--- config.mk ---
export PLATFORM = sky130hd
export DESIGN_NAME = regfile_write_sequencer
export DESIGN_NICKNAME = d
export VERILOG_FILES = /design/src/rtl/regfile_write_sequencer.sv
export SDC_FILE = /design/constraint.sdc
export NUM_CORES = 1
export LEC_CHECK = 0
export BUFFER_PORTS_ARGS = -buffer_cell sky130_fd_sc_hd__clkbuf_2
export CORE_ASPECT_RATIO = 1.1
export CORE_MARGIN = 5
export CORE_UTILIZATION = 45
export CTS_BUF_LIST = sky130_fd_sc_hd__clkbuf_16
export CTS_CLUSTER_DIAMETER = 60
export DETAILED_ROUTE_END_ITERATION = 8
export PLACE_DENSITY = 0.71
export SLEW_MARGIN = 20
export SYNTH_ARGS = -nofsm -noshare
export SYNTH_HDL_FRONTEND = slang
export SYNTH_SLANG_ARGS = --single-unit
--- constraint.sdc ---
create_clock -name clk -period 3.7 [get_ports clk]
set_input_delay 0.555 -clock clk [delete_from_list [all_inputs] [get_ports clk]]
set_output_delay 0.555 -clock clk [all_outputs]
set_load 0.1 [all_outputs]
--- src/rtl/regfile_write_sequencer.sv ---
// regfile_write_sequencer
// Drives the write port (_we, wa, wd) of a 4x8 '670-style register file from
// a 2-entry request FIFO. The write strobe is built by counting clocks:
// SETUP_CYC cycles of address/data setup, PULSE_CYC cycles of _we low,
// HOLD_CYC cycles of hold, so the pulse width is PULSE_CYC x Tclk.
//
// Ports:
//   clk        system clock, rising edge
//   _reset     synchronous active-low reset
//   wr_valid   write request; accepted when wr_ready is also high
//   wr_addr    target register (2 bits)
//   wr_data    value to write (8 bits)
//   wr_ready   FIFO not full (forced low while _reset is low)
//   _we        register-file write enable, active-low, registered
//   wa, wd     register-file address / data, registered, change only on a pop
//   wr_done    high during the last HOLD cycle of each write
//   busy       sequencer not idle or FIFO non-empty
//   rd_addr, rd_data  shadow readback, present only with REGFILE_WSEQ_SHADOW_EN
//
// Optional feature macro: REGFILE_WSEQ_SHADOW_EN adds a 4x8 shadow copy of the
// register file, updated at the edge where _we rises.
//
// state | meaning
// ------+-----------------------------------------------
// IDLE  | nothing in flight; pops the FIFO head if any
// SETUP | wa/wd stable, _we high, counting SETUP_CYC
// PULSE | _we low, counting PULSE_CYC
// HOLD  | _we high, wa/wd held, counting HOLD_CYC

module regfile_write_sequencer #(
   parameter int SETUP_CYC = 1,
   parameter int PULSE_CYC = 2,
   parameter int HOLD_CYC  = 1
) (
   input  logic       clk,
   input  logic       _reset,
   input  logic       wr_valid,
   input  logic [1:0] wr_addr,
   input  logic [7:0] wr_data,
   output logic       wr_ready,
   output logic       _we,
   output logic [1:0] wa,
   output logic [7:0] wd,
   output logic       wr_done,
   output logic       busy
`ifdef REGFILE_WSEQ_SHADOW_EN
   ,
   input  logic [1:0] rd_addr,
   output logic [7:0] rd_data
`endif
);

   typedef enum logic [1:0] {IDLE, SETUP, PULSE, HOLD} state_t;

   localparam logic [3:0] SETUP_LD = 4'(SETUP_CYC - 1);
   localparam logic [3:0] PULSE_LD = 4'(PULSE_CYC - 1);
   localparam logic [3:0] HOLD_LD  = 4'(HOLD_CYC - 1);

   state_t      state_q, state_d;
   logic [3:0]  cnt_q, cnt_d;

   logic [9:0]  fifo_mem [2];
   logic        rd_ptr, wr_ptr;
   logic [1:0]  fifo_cnt;
   logic        fifo_empty, fifo_full;
   logic        push, pop;

   assign fifo_empty = (fifo_cnt == 2'd0);
   assign fifo_full  = (fifo_cnt == 2'd2);
   assign push       = wr_valid & wr_ready;

   // state register, counter, FIFO pointers and registered write-port outputs
   always_ff @(posedge clk) begin
      if (!_reset) begin
         state_q  <= IDLE;
         cnt_q    <= 4'd0;
         rd_ptr   <= 1'b0;
         wr_ptr   <= 1'b0;
         fifo_cnt <= 2'd0;
         _we      <= 1'b1;
         wa       <= 2'd0;
         wd       <= 8'd0;
      end else begin
         state_q <= state_d;
         cnt_q   <= cnt_d;
         // _we is simply "next state is not PULSE", so it can never fall on
         // the same edge as a pop (pops only lead into SETUP)
         _we     <= (state_d != PULSE);
         if (pop) begin
            {wa, wd} <= fifo_mem[rd_ptr];
            rd_ptr   <= ~rd_ptr;
         end
         if (push)
            wr_ptr <= ~wr_ptr;
         case ({push, pop})
            2'b10:   fifo_cnt <= fifo_cnt + 2'd1;
            2'b01:   fifo_cnt <= fifo_cnt - 2'd1;
            default: fifo_cnt <= fifo_cnt;
         endcase
      end
   end

   always_ff @(posedge clk) begin
      if (push)
         fifo_mem[wr_ptr] <= {wr_addr, wr_data};
   end

   // next-state logic
   always_comb begin
      state_d = state_q;
      cnt_d   = (cnt_q != 4'd0) ? cnt_q - 4'd1 : 4'd0;
      pop     = 1'b0;
      case (state_q)
         IDLE: begin
            if (!fifo_empty) begin
               pop     = 1'b1;
               cnt_d   = SETUP_LD;
               state_d = SETUP;
            end
         end
         SETUP: begin
            if (cnt_q == 4'd0) begin
               cnt_d   = PULSE_LD;
               state_d = PULSE;
            end
         end
         PULSE: begin
            if (cnt_q == 4'd0) begin
               cnt_d   = HOLD_LD;
               state_d = HOLD;
            end
         end
         HOLD: begin
            if (cnt_q == 4'd0) begin
               if (!fifo_empty) begin
                  pop     = 1'b1;
                  cnt_d   = SETUP_LD;
                  state_d = SETUP;
               end else begin
                  cnt_d   = 4'd0;
                  state_d = IDLE;
               end
            end
         end
         default: begin
            cnt_d   = 4'd0;
            state_d = IDLE;
         end
      endcase
   end

   // outputs
   always_comb begin
      wr_ready = _reset & ~fifo_full;
      wr_done  = (state_q == HOLD) && (cnt_q == 4'd0);
      busy     = (state_q != IDLE) || !fifo_empty;
   end

`ifdef REGFILE_WSEQ_SHADOW_EN
   logic [7:0] shadow [4];

   // captured on the PULSE->HOLD edge, i.e. when the real part latches
   always_ff @(posedge clk) begin
      if (!_reset) begin
         for (int i = 0; i < 4; i++)
            shadow[i] <= 8'd0;
      end else if (state_q == PULSE && cnt_q == 4'd0) begin
         shadow[wa] <= wd;
      end
   end

   assign rd_data = shadow[rd_addr];
`endif

endmodule

==> run metrics <==
number of synthesized register bits a little over 40; DR iter-0 viols 51; chip height 75.4 um; Worst Tran Pin Value between 0.8 and 0.9 ns; Clock Skew roughly 0.0063 ns; top cells by area, synth edfxtp_1 (34%), dfxtp_1 (24%), o221a_2 (6.4%), mux2i_1 (6.3%), ha_1 (5.7%); antenna cell count 0; PostCTS Resize Cnt 0; Post-Synthesis Cells 140; Post-route DRC 0; Avg Cell Area, Syn between 10 and 15 um^2; final hold violations 0; Reg area 0.00102 mm^2; via-per-instance ratio roughly 5.3; First-pass DRT Iterations 5; status complete, no violations; Hold Path Class in -> reg; data arrival time of the worst path roughly 2.6 ns; I/O pin count 27; total grt overflow 0; dpl cells 211; Place WS between 1 and 1.5 ns; Post-CTS Setup Inserts 0; area leader, netlist edfxtp_1; first-pass GRT wire length 5.42 mm; routed length per instance ~15 um; Die X 69.5 um; CTS tree yes; clock sink total 41; Tmin final 2.34 ns; setup TNS 0 ns; global placement routability congestion roughly 0.77; CP Data Required Time roughly 3.9 ns; crit share post-route a little under two thirds; layout cells sized above 1 29.0%; area delta synth->final 19.2%; register area share after synthesis around 58%; Clock H-tree levels 2; CP max FO 11; vias in the first global route about 1200; Slew Viols, Final 0; final net count ~190; final setup fails 0; Max-Slew Margin vs Limit 43.7%; later-pin clock latency in the skew report 0.28 ns; Initial Utilization 47.2%; DRT antenna net count 0; gr usage total between 10 and 15%; commonest non-fill, non-tap cell in the layout clkbuf_2; multi-input logic area approximately 670 um^2; hold buffer count at CTS 0; total number of vias between 1000 and 1500; commonest cells after routing, fill and taps aside clkbuf_2 (26), dfxtp_1 (21), edfxtp_1 (20); clk root buf clkbuf_16; largest net degree at the start of global routing 20; Clock Tree Buf Depth 2; IO buf count 26; RSZ-0062 raised after global routing false; clock buffer count from CTS 5; Yosys cell types 35; Yosys top cell area share approximately 34%; crit start category register; Setup WS post-layout 1.36 ns; DIE AREA 0.00524 mm^2; f_max 0.427 GHz; WHS ~0.46 ns; CP Class reg -> reg; final wirelength 3.22 mm; core area around 0.0037 mm^2; Ys Warns 0; Critical Path End Type register; Core Rows 23; synthesized net count ~160; DP HPWL approximately 2.4 mm; # Max-Cap Violations 0; Reg clk slew, reported paths approximately 0.06 ns; Cell Area, Synth approximately 0.0018 mm^2; Final Non-Filler Cells around 220; fill cell count 306; initial antenna violation count 0
final timing paths:
kind,startpoint,end,slack [ns],depth (start not counted)
min reg2reg,cnt_q[0],cnt_q[0],0.48,1
max,state_q[1],fifo_cnt[1],1.36,7
max reg2reg,state_q[1],fifo_cnt[1],1.36,7
min,wr_data[0],fifo_mem[1][0],0.46,1
Yosys cell counts (all sizes together):
cell type,number
and2,2
xor2,1
a221oi,1
a31o,1
o221a,10
clkbuf,3
dfxtp,21
o21ba,1
or3,2
xnor2,3
edfxtp,20
inv,9
nand2,12
nand4bb,1
a21oi,3
a21boi,1
buf,3
o32ai,1
o211ai,1
ha,8
mux2i,11
or4,1
nor3,3
nor2,7
nand2b,2
o21ai,3
o211a,2
a2111o,1
nand3,1
nand4,2
or3b,2
nor3b,1
registers in the layout, indices dropped and copies added, names as in the netlist:
| register | count |
|---|---|
| fifo_mem | 20 |
| wd | 8 |
| cnt_q | 4 |
| fifo_cnt | 2 |
| state_q | 2 |
| wa | 2 |
| _we | 1 |
| rd_ptr | 1 |
| wr_ptr | 1 |
layer usage:
| metal | GRT usage, % | routed length [um] | up-vias |
|---|---|---|---|
| li1 | - | - | 576 |
| met1 | 13.7 | 1320 | 554 |
| met2 | 23.7 | 1630 | 27 |
| met3 | 5.15 | 185 | 11 |
| met4 | 8.24 | 87 | 0 |
| met5 | 0 | 0 | - |
cells by family (layout without fill, tap and decap cells):
kind of cell | count (synthesis) | count (layout) | synth area share (%)
DFF | 41 | 41 | 58.3
and+or+nand+nor | 36 | 36 | 11.0
AOI/OAI and AO/OA | 25 | 25 | 13.1
buffers and inverters | 15 | 44 | 3.57
muxes | 11 | 11 | 6.29
adders and majority gates | 8 | 8 | 5.72
xor gates and xnor gates | 4 | 4 | 2.00
layout make-up:
| type | count | area share [%] |
|---|---|---|
| Sequential cell | 41 | 49.0 |
| Multi-Input combinational cell | 84 | 32.0 |
| Timing Repair Buffer | 27 | 6.60 |
| Clock buffer | 5 | 6.00 |
| Tap cell | 50 | 3.00 |
| Clock inverter | 3 | 1.86 |
| Inverter | 9 | 1.62 |
worst max-delay path: stages (launching register included):
cell and delay (ns):
dfxtp_1 0.41, inv_1 0.11, ha_1 0.27, o21ba_2 0.37, a21boi_0 0.29, ha_1 0.32, or3_1 0.36, a21oi_1 0.14
through the flow:
stage / utilization (%) / instance area [um^2]
4_1_cts: 56.2 / 2090
6_report: 56.2 / 2090
3_5_place_dp: 51.8 / 1920
5_1_grt: 56.2 / 2090
3_3_place_gp: 51.8 / 1920
2_1_floorplan: - / 1750
Power is not shown: default switching activity piles up to over one toggle a cycle in this logic, so the estimate is an artifact.
